$ cat src/rtl/mem_arbiter_if.sv
// Channel-side and memory-side buses of mem_arbiter.
// slave = arbiter view, master = view of the channels plus the memory.
interface mem_arbiter_if #(
  parameter int DATA_WIDTH = 32,
  parameter int ADDR_WIDTH = 16,
  parameter int NUM_CH     = 4
);
  logic [NUM_CH*ADDR_WIDTH-1:0] ch_addr;
  logic [NUM_CH-1:0]            ch_req_op;
  logic [NUM_CH-1:0]            ch_rw;
  logic [NUM_CH*DATA_WIDTH-1:0] ch_write;
  logic [NUM_CH-1:0]            ch_req_data;
  logic [DATA_WIDTH-1:0]        ch_read;
  logic [NUM_CH-1:0]            ch_read_valid;
  logic [NUM_CH-1:0]            ch_last;
  logic [NUM_CH-1:0]            ch_err;
  logic                         grant_valid;
  logic [2:0]                   grant_id;
  logic [ADDR_WIDTH-1:0]        mem_addr;
  logic                         mem_req_op;
  logic                         mem_rw;
  logic [DATA_WIDTH-1:0]        mem_write;
  logic                         mem_write_req_input;
  logic [DATA_WIDTH-1:0]        mem_read;
  logic                         mem_read_valid;
  logic                         mem_last;

  modport slave (
    input  ch_addr, ch_req_op, ch_rw, ch_write,
    input  mem_write_req_input, mem_read, mem_read_valid, mem_last,
    output ch_req_data, ch_read, ch_read_valid, ch_last, ch_err,
    output grant_valid, grant_id, mem_addr, mem_req_op, mem_rw, mem_write
  );

  modport master (
    output ch_addr, ch_req_op, ch_rw, ch_write,
    output mem_write_req_input, mem_read, mem_read_valid, mem_last,
    input  ch_req_data, ch_read, ch_read_valid, ch_last, ch_err,
    input  grant_valid, grant_id, mem_addr, mem_req_op, mem_rw, mem_write
  );
endinterface

$ cat src/rtl/mem_arbiter.sv
// N-channel burst arbiter onto one memory port, with an idle watchdog.
// Define ARB_ROUND_ROBIN_EN for round-robin arbitration; default is fixed priority.
module mem_arbiter #(
  parameter int DATA_WIDTH = 32,
  parameter int ADDR_WIDTH = 16,
  parameter int NUM_CH     = 4,
  parameter int TIMEOUT    = 255
) (
  input  logic          clk,
  input  logic          rst_n,
  mem_arbiter_if.slave  bus
);

  typedef enum logic {IDLE, GRANT} state_t;

  state_t      state_q, state_d;
  logic [2:0]  grant_q, grant_d;
  logic [15:0] wd_q, wd_d;
  logic [2:0]  winner;
  logic        any_req;
  logic        activity;
  logic        timeout;
  logic        granted;

`ifdef ARB_ROUND_ROBIN_EN
  logic [2:0]  last_q, last_d;
  int          idx;

  // Walk from farthest to nearest so the channel right after last_q wins.
  always_comb begin
    winner = '0;
    idx    = 0;
    for (int k = NUM_CH - 1; k >= 0; k--) begin
      idx = int'(last_q) + 1 + k;
      if (idx >= NUM_CH) idx = idx - NUM_CH;
      if (bus.ch_req_op[idx]) winner = 3'(idx);
    end
  end
`else
  always_comb begin
    winner = '0;
    for (int k = NUM_CH - 1; k >= 0; k--) begin
      if (bus.ch_req_op[k]) winner = 3'(k);
    end
  end
`endif

  assign any_req  = |bus.ch_req_op;
  assign granted  = (state_q == GRANT);
  assign activity = bus.mem_read_valid | bus.mem_write_req_input | bus.mem_last;
  // The abort fires on the quiet cycle that would make the count reach TIMEOUT.
  assign timeout  = granted && !activity && (wd_q == 16'(TIMEOUT - 1));

  always_comb begin
    state_d = state_q;
    grant_d = grant_q;
    wd_d    = wd_q;
`ifdef ARB_ROUND_ROBIN_EN
    last_d  = last_q;
`endif
    case (state_q)
      IDLE: begin
        if (any_req) begin
          state_d = GRANT;
          grant_d = winner;
          wd_d    = '0;
`ifdef ARB_ROUND_ROBIN_EN
          last_d  = winner;
`endif
        end
      end
      GRANT: begin
        wd_d = activity ? 16'd0 : wd_q + 16'd1;
        if (bus.mem_last || timeout) state_d = IDLE;
      end
      default: state_d = IDLE;
    endcase
  end

  always_ff @(posedge clk or negedge rst_n) begin
    if (!rst_n) begin
      state_q <= IDLE;
      grant_q <= '0;
      wd_q    <= '0;
`ifdef ARB_ROUND_ROBIN_EN
      last_q  <= 3'(NUM_CH - 1);
`endif
    end else begin
      state_q <= state_d;
      grant_q <= grant_d;
      wd_q    <= wd_d;
`ifdef ARB_ROUND_ROBIN_EN
      last_q  <= last_d;
`endif
    end
  end

  // Memory side is a pure mux of the owning channel while granted.
  always_comb begin
    bus.mem_req_op = 1'b0;
    bus.mem_addr   = '0;
    bus.mem_rw     = 1'b0;
    bus.mem_write  = '0;
    bus.ch_read    = '0;
    if (granted) begin
      bus.mem_req_op = 1'b1;
      bus.mem_addr   = bus.ch_addr[grant_q*ADDR_WIDTH +: ADDR_WIDTH];
      bus.mem_rw     = bus.ch_rw[grant_q];
      bus.mem_write  = bus.ch_write[grant_q*DATA_WIDTH +: DATA_WIDTH];
      bus.ch_read    = bus.mem_read;
    end
  end

  logic [NUM_CH-1:0] sel_w;
  logic [NUM_CH-1:0] rv_w, rd_w, last_w, err_w;

  for (genvar gi = 0; gi < NUM_CH; gi++) begin : g_ch
    assign sel_w[gi]  = granted && (grant_q == 3'(gi));
    assign rv_w[gi]   = sel_w[gi] && bus.mem_read_valid;
    assign rd_w[gi]   = sel_w[gi] && bus.mem_write_req_input;
    assign last_w[gi] = sel_w[gi] && bus.mem_last;
    assign err_w[gi]  = sel_w[gi] && timeout;
  end

  assign bus.ch_read_valid = rv_w;
  assign bus.ch_req_data   = rd_w;
  assign bus.ch_last       = last_w;
  assign bus.ch_err        = err_w;
  assign bus.grant_valid   = granted;
  assign bus.grant_id      = grant_q;

endmodule
$ cat src/flat_wrapper.sv
// flat-port wrapper written by rule: the top's interface ports become plain ports
module mem_arbiter_flat 
#(
  parameter int DATA_WIDTH = 32,
  parameter int ADDR_WIDTH = 16,
  parameter int NUM_CH     = 4,
  parameter int TIMEOUT    = 255
)
  (clk, rst_n, bus_ch_addr, bus_ch_req_op, bus_ch_rw, bus_ch_write, bus_mem_write_req_input, bus_mem_read, bus_mem_read_valid, bus_mem_last, bus_ch_req_data, bus_ch_read, bus_ch_read_valid, bus_ch_last, bus_ch_err, bus_grant_valid, bus_grant_id, bus_mem_addr, bus_mem_req_op, bus_mem_rw, bus_mem_write);
  mem_arbiter_if #(.DATA_WIDTH(DATA_WIDTH), .ADDR_WIDTH(ADDR_WIDTH), .NUM_CH(NUM_CH)) bus_i ();
  input  logic clk;
  input  logic rst_n;
  input wire logic [$bits(bus_i.ch_addr)-1:0] bus_ch_addr;
  input wire logic [$bits(bus_i.ch_req_op)-1:0] bus_ch_req_op;
  input wire logic [$bits(bus_i.ch_rw)-1:0] bus_ch_rw;
  input wire logic [$bits(bus_i.ch_write)-1:0] bus_ch_write;
  input wire logic [$bits(bus_i.mem_write_req_input)-1:0] bus_mem_write_req_input;
  input wire logic [$bits(bus_i.mem_read)-1:0] bus_mem_read;
  input wire logic [$bits(bus_i.mem_read_valid)-1:0] bus_mem_read_valid;
  input wire logic [$bits(bus_i.mem_last)-1:0] bus_mem_last;
  output wire logic [$bits(bus_i.ch_req_data)-1:0] bus_ch_req_data;
  output wire logic [$bits(bus_i.ch_read)-1:0] bus_ch_read;
  output wire logic [$bits(bus_i.ch_read_valid)-1:0] bus_ch_read_valid;
  output wire logic [$bits(bus_i.ch_last)-1:0] bus_ch_last;
  output wire logic [$bits(bus_i.ch_err)-1:0] bus_ch_err;
  output wire logic [$bits(bus_i.grant_valid)-1:0] bus_grant_valid;
  output wire logic [$bits(bus_i.grant_id)-1:0] bus_grant_id;
  output wire logic [$bits(bus_i.mem_addr)-1:0] bus_mem_addr;
  output wire logic [$bits(bus_i.mem_req_op)-1:0] bus_mem_req_op;
  output wire logic [$bits(bus_i.mem_rw)-1:0] bus_mem_rw;
  output wire logic [$bits(bus_i.mem_write)-1:0] bus_mem_write;
  assign bus_i.ch_addr = bus_ch_addr;
  assign bus_i.ch_req_op = bus_ch_req_op;
  assign bus_i.ch_rw = bus_ch_rw;
  assign bus_i.ch_write = bus_ch_write;
  assign bus_i.mem_write_req_input = bus_mem_write_req_input;
  assign bus_i.mem_read = bus_mem_read;
  assign bus_i.mem_read_valid = bus_mem_read_valid;
  assign bus_i.mem_last = bus_mem_last;
  assign bus_ch_req_data = bus_i.ch_req_data;
  assign bus_ch_read = bus_i.ch_read;
  assign bus_ch_read_valid = bus_i.ch_read_valid;
  assign bus_ch_last = bus_i.ch_last;
  assign bus_ch_err = bus_i.ch_err;
  assign bus_grant_valid = bus_i.grant_valid;
  assign bus_grant_id = bus_i.grant_id;
  assign bus_mem_addr = bus_i.mem_addr;
  assign bus_mem_req_op = bus_i.mem_req_op;
  assign bus_mem_rw = bus_i.mem_rw;
  assign bus_mem_write = bus_i.mem_write;
  mem_arbiter #(.DATA_WIDTH(DATA_WIDTH), .ADDR_WIDTH(ADDR_WIDTH), .NUM_CH(NUM_CH), .TIMEOUT(TIMEOUT)) u_core (.clk(clk), .rst_n(rst_n), .bus(bus_i));
endmodule
$ cat config.mk
export PLATFORM = sky130hd
export DESIGN_NAME = mem_arbiter_flat
export DESIGN_NICKNAME = d
export VERILOG_FILES = /design/src/rtl/mem_arbiter_if.sv /design/src/rtl/mem_arbiter.sv /design/src/flat_wrapper.sv
export SDC_FILE = /design/constraint.sdc
export NUM_CORES = 1
export LEC_CHECK = 0
export BUFFER_PORTS_ARGS = -buffer_cell sky130_fd_sc_hd__buf_2
export CORE_AREA = 2 2 131 133
export DETAILED_ROUTE_END_ITERATION = 6
export DIE_AREA = 0 0 133 135
export GPL_TIMING_DRIVEN = 0
export PLACE_DENSITY = 0.47
export SYNTH_ARGS = -nofsm -noshare
export SYNTH_HDL_FRONTEND = slang
export SYNTH_SLANG_ARGS = --single-unit
$ cat constraint.sdc
create_clock -name clk -period 2.23 [get_ports clk]
set_input_delay 0.223 -clock clk [delete_from_list [all_inputs] [get_ports clk]]
set_output_delay 0.223 -clock clk [all_outputs]
set_load 0.02 [all_outputs]
After elaboration in Yosys (flattened, before gate mapping):

Cells that the tools add are included.

* bits in registers: 20

* add/sub/neg operators: 1
* $lt $le $gt $ge: 1
* eq/ne operators: 5
* shifts and indexed selects: 2
* mux-type cells: 17
* bitwise gates (word level): 3
* reduce and logical (&&, ||, !) cells: 27

Operators with widths (count)
* $shiftx 128x9->32: 1
* $mux 32: 2
* $shiftx 64x8->16: 1
* $mux 16: 3
* $pmux 16 s2: 1
* $logic_and 1x1->1: 22
* $add 16x1->16 const B: 1
* $eq 16x8->1 const B: 1
* $mux 3: 3
* $eq 3x2->1 const B: 2
* $mux 1: 5
* $reduce_or 4->1: 1
* $eq 3x1->1 const B: 1
* $logic_not 3->1: 1
* $lt 3x3->1 const B: 1
* $bmux 1 s2: 1
* $mux 2: 1
* $ne 2x1->1 const B: 1
* $or 1x1->1: 2
* $pmux 1 s2: 1
* $reduce_and 2->1: 1
* $logic_not 1->1: 1
* $logic_or 1x1->1: 1
* $not 1->1: 1

Logic depth before layout (Yosys ltp):

Gate-level depths: netlist of run 1.

* depth after elaboration: 8
* gate-level depth with buffers: 7

Worst setup path after synthesis of run 1:

Ideal clock, no wire load.

* kind: reg-to-output
* start: register u_core.grant_q[0] (netlist: u_core.bus.grant_id[0])
* end: output port bus_mem_addr[14]
* arrival: 1.827 ns
* slack: 0.180 ns
* stages on the path, launching flop included: 5
* buffers on the path: 2
* path through: dfrtp_1 -> buf_2 -> buf_2 -> mux4_2 -> and2_1

* longest elaborated chain between the ends: 2

Ends and longest elaborated chain
* start: declaration: RTL line mem_arbiter.sv:17 `logic [2:0] grant_q, grant_d;`
* start signal: assignment: RTL line mem_arbiter.sv:90 `grant_q <= grant_d;`
* $shiftx 64x8->16: RTL line mem_arbiter.sv:107 `bus.mem_addr = bus.ch_addr[grant_q*ADDR_WIDTH +: ADDR_WIDTH];`
* $mux 16: RTL line mem_arbiter.sv:105 `if (granted) begin`
* end: declaration: RTL line flat_wrapper.sv:28 `output wire logic [$bits(bus_i.mem_addr)-1:0] bus_mem_addr;`

No other way between the ends.

Final worst setup path of run 1:

* start: register u_core.state_q (netlist: u_core.bus.grant_valid)
* end: output port bus_ch_err[0]

* longest elaborated chain between the ends: 3
* elaborated cells between the ends (all ways): 4
* those cells by class: reduce/logical: 4

Ends and longest elaborated chain
* start: declaration: RTL line mem_arbiter.sv:16 `state_t state_q, state_d;`
* start signal: assignment: RTL line mem_arbiter.sv:89 `state_q <= state_d;`
* $logic_and 1x1->1 (2 in series): RTL line mem_arbiter.sv:52 `assign timeout = granted && !activity && (wd_q == 16'(TIMEOUT - 1));`
* $logic_and 1x1->1 *: RTL line mem_arbiter.sv:122 `assign err_w[gi] = sel_w[gi] && timeout;`
* end: declaration: RTL line flat_wrapper.sv:25 `output wire logic [$bits(bus_i.ch_err)-1:0] bus_ch_err;`

Mark *: on every way between the ends. The rest lies on a longest branch, timed or not.

==> run metrics, run 1 <==
async set-reset flop share out of synthesis=100%; RePlAce Congestion=0.819; Worst EP arrival=2.03 ns; antenna violations before repair=3; status=finished with violations; detailed-placement wirelength estimate=14.3 mm; DRC errors left=0; Final ANT Viol Nets=0; nets=881; CTS buffer count=3; area leader, netlist=mux4_2; top_reg_cell synth=dfrtp_1; clk buf depth=2; Crit path largest cell delay=0.55 ns; Hold Path Class=in2reg; Top Metal Used=met4; Achievable Freq=444 MHz; Max Cap Viol=0; EDFF count, synth=0; CP Capture Type=output pin; CP startpoint kind=flop; RSZ-0062 raised after global routing=yes; final core utilization=31.2%; Netlist cell types=36; wire per inst=19.1 microns; Total GRT Usage=17.1%; synthesized net count=535; clk sinks=19; Crit path required time=2.01 ns; largest net degree at the start of global routing=20; Worst Tran Pin Value=0.584 ns; # setup viols final=1; startpoint of the worst hold path=bus_mem_last; met3 wire length=1.96 mm; total iterations of the first detailed-routing run=4; Max-slew headroom=60.7%; Critical Path Fanout Max=5; Final Hold Fails=0; clk slew on worst S/H paths=0.06 ns; Slew Viols, Final=0; Avg Inst Size Synth=9.74 sq um; most frequent cell after synthesis=and2_1; cell area after synthesis=2880 sq um; share of cells above drive strength 1=66.9%; wl on met1=6.74 mm; Die X=133 microns; most instantiated cells after synthesis=and2_1 (82), mux4_2 (49), nor2_1 (20); Finished Layout Cells=863; design area=5120 sq um; register area share after synthesis=16.5%; core area=16400 sq um; Leak=2.60 nW; VDD IR-drop max=0.731 mV; crit-path cells=or4b_4 -> or4_4 -> nor3_2 -> buf_4; CTS H-tree lvls=1; Initial Utilization=17.6%; min setup slack post-route=-0.0202 ns; top-area cell type share of the netlist area=38.3%; first-pass GRT wire length=23.3 mm; register bit count reported by yosys=19; Root Buffer=clkbuf_16; final WL=16.5 mm; routed wl met2=7.67 mm; Ys Warns=0; I/O Buffers=337; vias post-DR=3787; GRT Residual Overflow=0; DRT iter0 DRCs=194; failing checks=negative setup slack; Cell Area, Placed=4850 sq um; slowest CP cell=or4_4; Period minus WS final=2.25 ns; FP Rows=47; RR Startpoint=u_core.bus.grant_valid; Post-Syn Instances=296; total die area=18000 sq um; clk_skew=0.00299 ns; Area Growth Syn to Fin=77.5%; Setup Crit Path Kind=reg2out; Placed Cells incl. Taps=853; Power Density=1100 nW/um^2; vias in the first global route=3783; crit share post-route=101%; Die Span Y=135 microns; Via density=4.39; Worst-Skew Late Latency=0.25 ns; FILL cells=1756; crit path launch=u_core.bus.grant_valid; IO Pins=339; Tot Pwr=5.61 mW; CTS tree=done; synth top area cells=mux4_2 (38%), and2_1 (18%), dfrtp_1 (16%), nor2_1 (2.6%), o21ai_0 (2.4%)
-- state kept, by name, summed over array words and instances (netlist names) --
register,cells
u_core.bus.grant_valid,1
u_core.bus.grant_id,2
u_core.wd_q,16
-- layout by cell type (no fill, tap or decap), types with 4 or more instances in the layout --
cell	instances
and4_1	4
clkbuf_2	4
o21ai_0	14
mux4_2	49
buf_4	14
clkbuf_4	4
buf_2	336
and2_4	4
a21oi_1	7
a31oi_1	11
nor2_1	19
nand3_1	5
clkbuf_1	11
dfrtp_1	17
nand2b_1	4
and3_1	5
nand2_1	10
and2_1	78
-- per-layer routing --
layer | track usage (%) | vias to the layer above
met4 | 2.09 | 0
met2 | 27.3 | 198
met1 | 22.6 | 1777
li1 | - | 1802
met5 | 0 | -
met3 | 6.38 | 10
-- power by group --
| group | total, mW | internal [mW] | switching [mW] |
|---|---|---|---|
| logic | 4.81 | 2.12 | 2.68 |
| registers | 0.423 | 0.377 | 0.0462 |
| clock network | 0.380 | 0.241 | 0.139 |
-- stage by stage --
step / hold WS (ns) / setup slack [ns] / setup TNS, ns
floorplan: -0.0726 / 0.180 / 0
global placement: 0.196 / -0.207 / -4.27
detailed placement: 0.203 / -0.223 / -4.43
CTS: 0.304 / -0.0232 / -0.0254
global route: 0.339 / -0.0989 / -0.161
finish: 0.302 / -0.0202 / -0.0202
-- area by class of cell --
| type | count | area, sq um | share of cell area, % |
|---|---|---|---|
| antenna | 2 | 5.00 | 0.0978 |
| clock inverter | 1 | 5.00 | 0.0978 |
| tap | 220 | 275 | 5.38 |
| timing repair buffer | 344 | 1750 | 34.2 |
| sequential | 19 | 478 | 9.34 |
| clock buffer | 3 | 75.1 | 1.47 |
| buffer | 30 | 206 | 4.03 |
| multi-input combinational | 241 | 2310 | 45.1 |
| inverter | 3 | 11.3 | 0.220 |
-- worst max-delay path, delay by kind of cell, from the launching register on --
kind                   cells  cell delay [ns]
AND/OR/NAND/NOR            3             1.23
flip-flops                 1             0.38
buffers and inverters      1             0.16
-- path summary, 6_finish.rpt --
check,depth (start not counted),end,slack [ns]
max in group asynchronous,2,u_core.bus.grant_id[0],1.44
worst max register to register,6,u_core.wd_q[8],0.35
worst min-delay path,3,u_core.bus.grant_valid,0.30
worst max-delay path,4,bus_ch_err[0],-0.02
min in group asynchronous,2,u_core.wd_q[1],0.45
worst min register to register,1,u_core.wd_q[6],0.53
-- cell families after synthesis --
logic type	share of synthesized area (%)
XOR/XNOR	0.304
AO/OA/AOI/OAI	8.89
other	0.130
buffers and inverters	5.42
AND/OR/NAND/NOR	29.6
multiplexers	38.3
adder cells (fa/ha/maj)	0.868
flip-flops	16.5
-- what timing repair did --
action | CTS | global route
hold buffers | 1 | 0
setup buffers | 1 | 5
endpoints found under the hold margin | 19 | 0
resized for setup | 35 | 18
pin swaps | 2 | 3
gates cloned | 0 | 0
endpoints found under the setup margin | 64 | 27
Power figures use the tool's default switching activity.
==> run 2: changes to the inputs <==
--- a/config.mk
+++ b/config.mk
@@ -11,6 +11,7 @@
 export DIE_AREA = 0 0 133 135
 export GPL_TIMING_DRIVEN = 0
 export PLACE_DENSITY = 0.47
+export SETUP_SLACK_MARGIN = 0.1
 export SYNTH_ARGS = -nofsm -noshare
 export SYNTH_HDL_FRONTEND = slang
 export SYNTH_SLANG_ARGS = --single-unit
==> run 2 against run 1 <==
The flow still finishes with violations (negative setup slack). Clock skew hardly changed. Largest cell class unchanged. Combinational power is 15% higher. Critical path type unchanged. Die area stayed put. Non-clock buffer count is 6 higher. Sequential share of layout area is 0.48 points lower. Setup slack worse by 0.034 ns. Maximum frequency is 1.5% lower. Count of clock-buffer cells in the layout stayed put. Utilization is 1.7 points higher. Largest power group unchanged. Register-to-register slack worse by 0.04 ns. Critical path depth is 1 higher. Global-route usage is 0.065 points higher.
==> run metrics, run 2 (synthesized netlist as in run 1, its figures left out) <==
crit share post-route=102%; Leak=2.73 nW; RePlAce Congestion=0.819; IO Pins=339; FP Rows=47; Finished Layout Cells=868; clk buf depth=2; Period minus WS final=2.28 ns; largest net degree at the start of global routing=20; Achievable Freq=438 MHz; I/O Buffers=337; antenna violations before repair=2; family with the most delay on the worst path=simple AND/OR/NAND/NOR gates; worst path bufs/invs=2; detailed-placement wirelength estimate=14.3 mm; Via density=4.45; Worst Tran Pin Value=0.589 ns; total die area=18000 sq um; nets=887; Tot Pwr=6.34 mW; Max-slew headroom=60.4%; share of cells above drive strength 1=69.6%; CP Capture Type=output pin; CTS H-tree lvls=1; leading cell type in the layout, fill and taps excluded=buf_2; hold endpoint=u_core.bus.grant_valid; GRT Residual Overflow=0; clk slew on worst S/H paths=0.06 ns; vias in the first global route=3806; Sequential cell area=478 sq um; r2r worst-path depth=6; clk sinks=19; Multi-input gate area=2330 sq um; startpoint of the worst hold path=bus_mem_last; DRC errors left=0; Final Hold Fails=0; Hold Path Class=in2reg; Die Span Y=135 microns; Most flops, register=u_core.wd_q; DP Worst Slack=-0.223 ns; CP startpoint kind=flop; Worst-Skew Late Latency=0.26 ns; Initial Utilization=17.6%; Total GRT Usage=17.1%; Crit path required time=2.01 ns; vias post-DR=3859; wire per inst=19.4 microns; failing checks=negative setup slack; Max Cap Viol=0; R2R setup slack=0.31 ns; Setup Crit Path Kind=reg2out; # setup viols final=4; FILL cells=1736; final WL=16.9 mm; status=finished with violations; total iterations of the first detailed-routing run=5; Slew Viols, Final=0; RSZ-0062 raised after global routing=yes; Final ANT Viol Nets=0; core area=16400 sq um; slowest CP cell=or4_4; CTS tree=done; first-pass GRT wire length=23.4 mm; number of flip-flops under the largest register name=16; Crit Reg-Reg Endpoint=u_core.wd_q[11]; clk_skew=0.00325 ns; VDD IR-drop max=0.728 mV; crit-path cells=or4b_4 -> buf_6 -> or4_4 -> nor3_2 -> buf_4; commonest non-fill, non-tap cells in the layout=buf_2 (317), and2_1 (62), mux4_2 (49); Area Growth Syn to Fin=87.0%; RR Startpoint=u_core.bus.grant_valid; WHS Path Cells=3; Power Density=1180 nW/um^2; CTS buffer count=3; setup TNS=-0.152 ns; DRT iter0 DRCs=159; Crit path largest cell delay=0.53 ns; Die X=133 microns; min setup slack post-route=-0.0545 ns; Root Buffer=clkbuf_16; Worst EP arrival=2.06 ns; Placed Cells incl. Taps=853; Critical Path Fanout Max=5
run 2: cell types whose count changed in the layout (fill, tap and decap cells not counted), sizes merged:
cell,previous run,this run
buf,354,360
diode,2,1
run 2: layout make-up:
type                            instances  share of cell area [%]
Tap cell                              220                    5.10
Inverter                                3                   0.209
Timing Repair Buffer                  348                    36.7
Clock inverter                          1                  0.0928
Clock buffer                            3                    1.39
Buffer                                 32                    4.43
Multi-Input combinational cell        241                    43.2
Antenna cell                            1                  0.0464
Sequential cell                        19                    8.86
run 2: worst max path at each step:
stage | startpoint | end | slack, ns | cells past startpoint
after floorplan | u_core.bus.grant_id[0] | bus_mem_addr[14] | 0.18 | 4
after global placement | u_core.bus.grant_valid | bus_mem_write[15] | -0.21 | 5
after detailed placement | u_core.bus.grant_valid | bus_mem_write[21] | -0.22 | 5
after CTS | u_core.wd_q[0] | bus_ch_err[0] | -0.008 | 7
after global routing | u_core.bus.grant_valid | bus_ch_err[0] | -0.13 | 5
final | u_core.bus.grant_valid | bus_ch_err[0] | -0.05 | 5
run 2: routing by layer:
metal / vias to the layer above / share of wire, % / track usage (%)
met5: - / 0 / 0
met3: 11 / 11 / 6.53
met2: 202 / 47 / 27.5
met4: 0 / 0.76 / 2.09
li1: 1812 / - / -
met1: 1834 / 41 / 22.6
run 2: power by group:
group	internal (mW)	switching (mW)	total (mW)
Combinational	2.70	2.83	5.53
Sequential	0.378	0.0486	0.427
Clock	0.241	0.141	0.382
run 2: worst register-to-register path: stages (launching register included):
cell and delay (ns):
dfrtp_1 0.38, or4b_4 0.47, buf_6 0.13, buf_4 0.12, buf_4 0.14, buf_2 0.19
o41ai_1 0.37
run 2: metrics by stage:
stage,hold WS [ns],utilization (%),cell area [sq um]
3_3_place_gp,0.196,29.5,4850
5_1_grt,0.337,32.9,5390
4_1_cts,0.304,31.0,5090
2_1_floorplan,-0.0726,-,2880
6_report,0.300,32.9,5390
3_5_place_dp,0.203,29.5,4850
run 2: timing repair:
item,in CTS,in global routing
hold buffers,1,0
pin swaps,2,1
gates resized for setup,43,85
buffers inserted,5,2
endpoints found under the setup margin,90,50
endpoints found under the hold margin,19,0
cloned,0,3
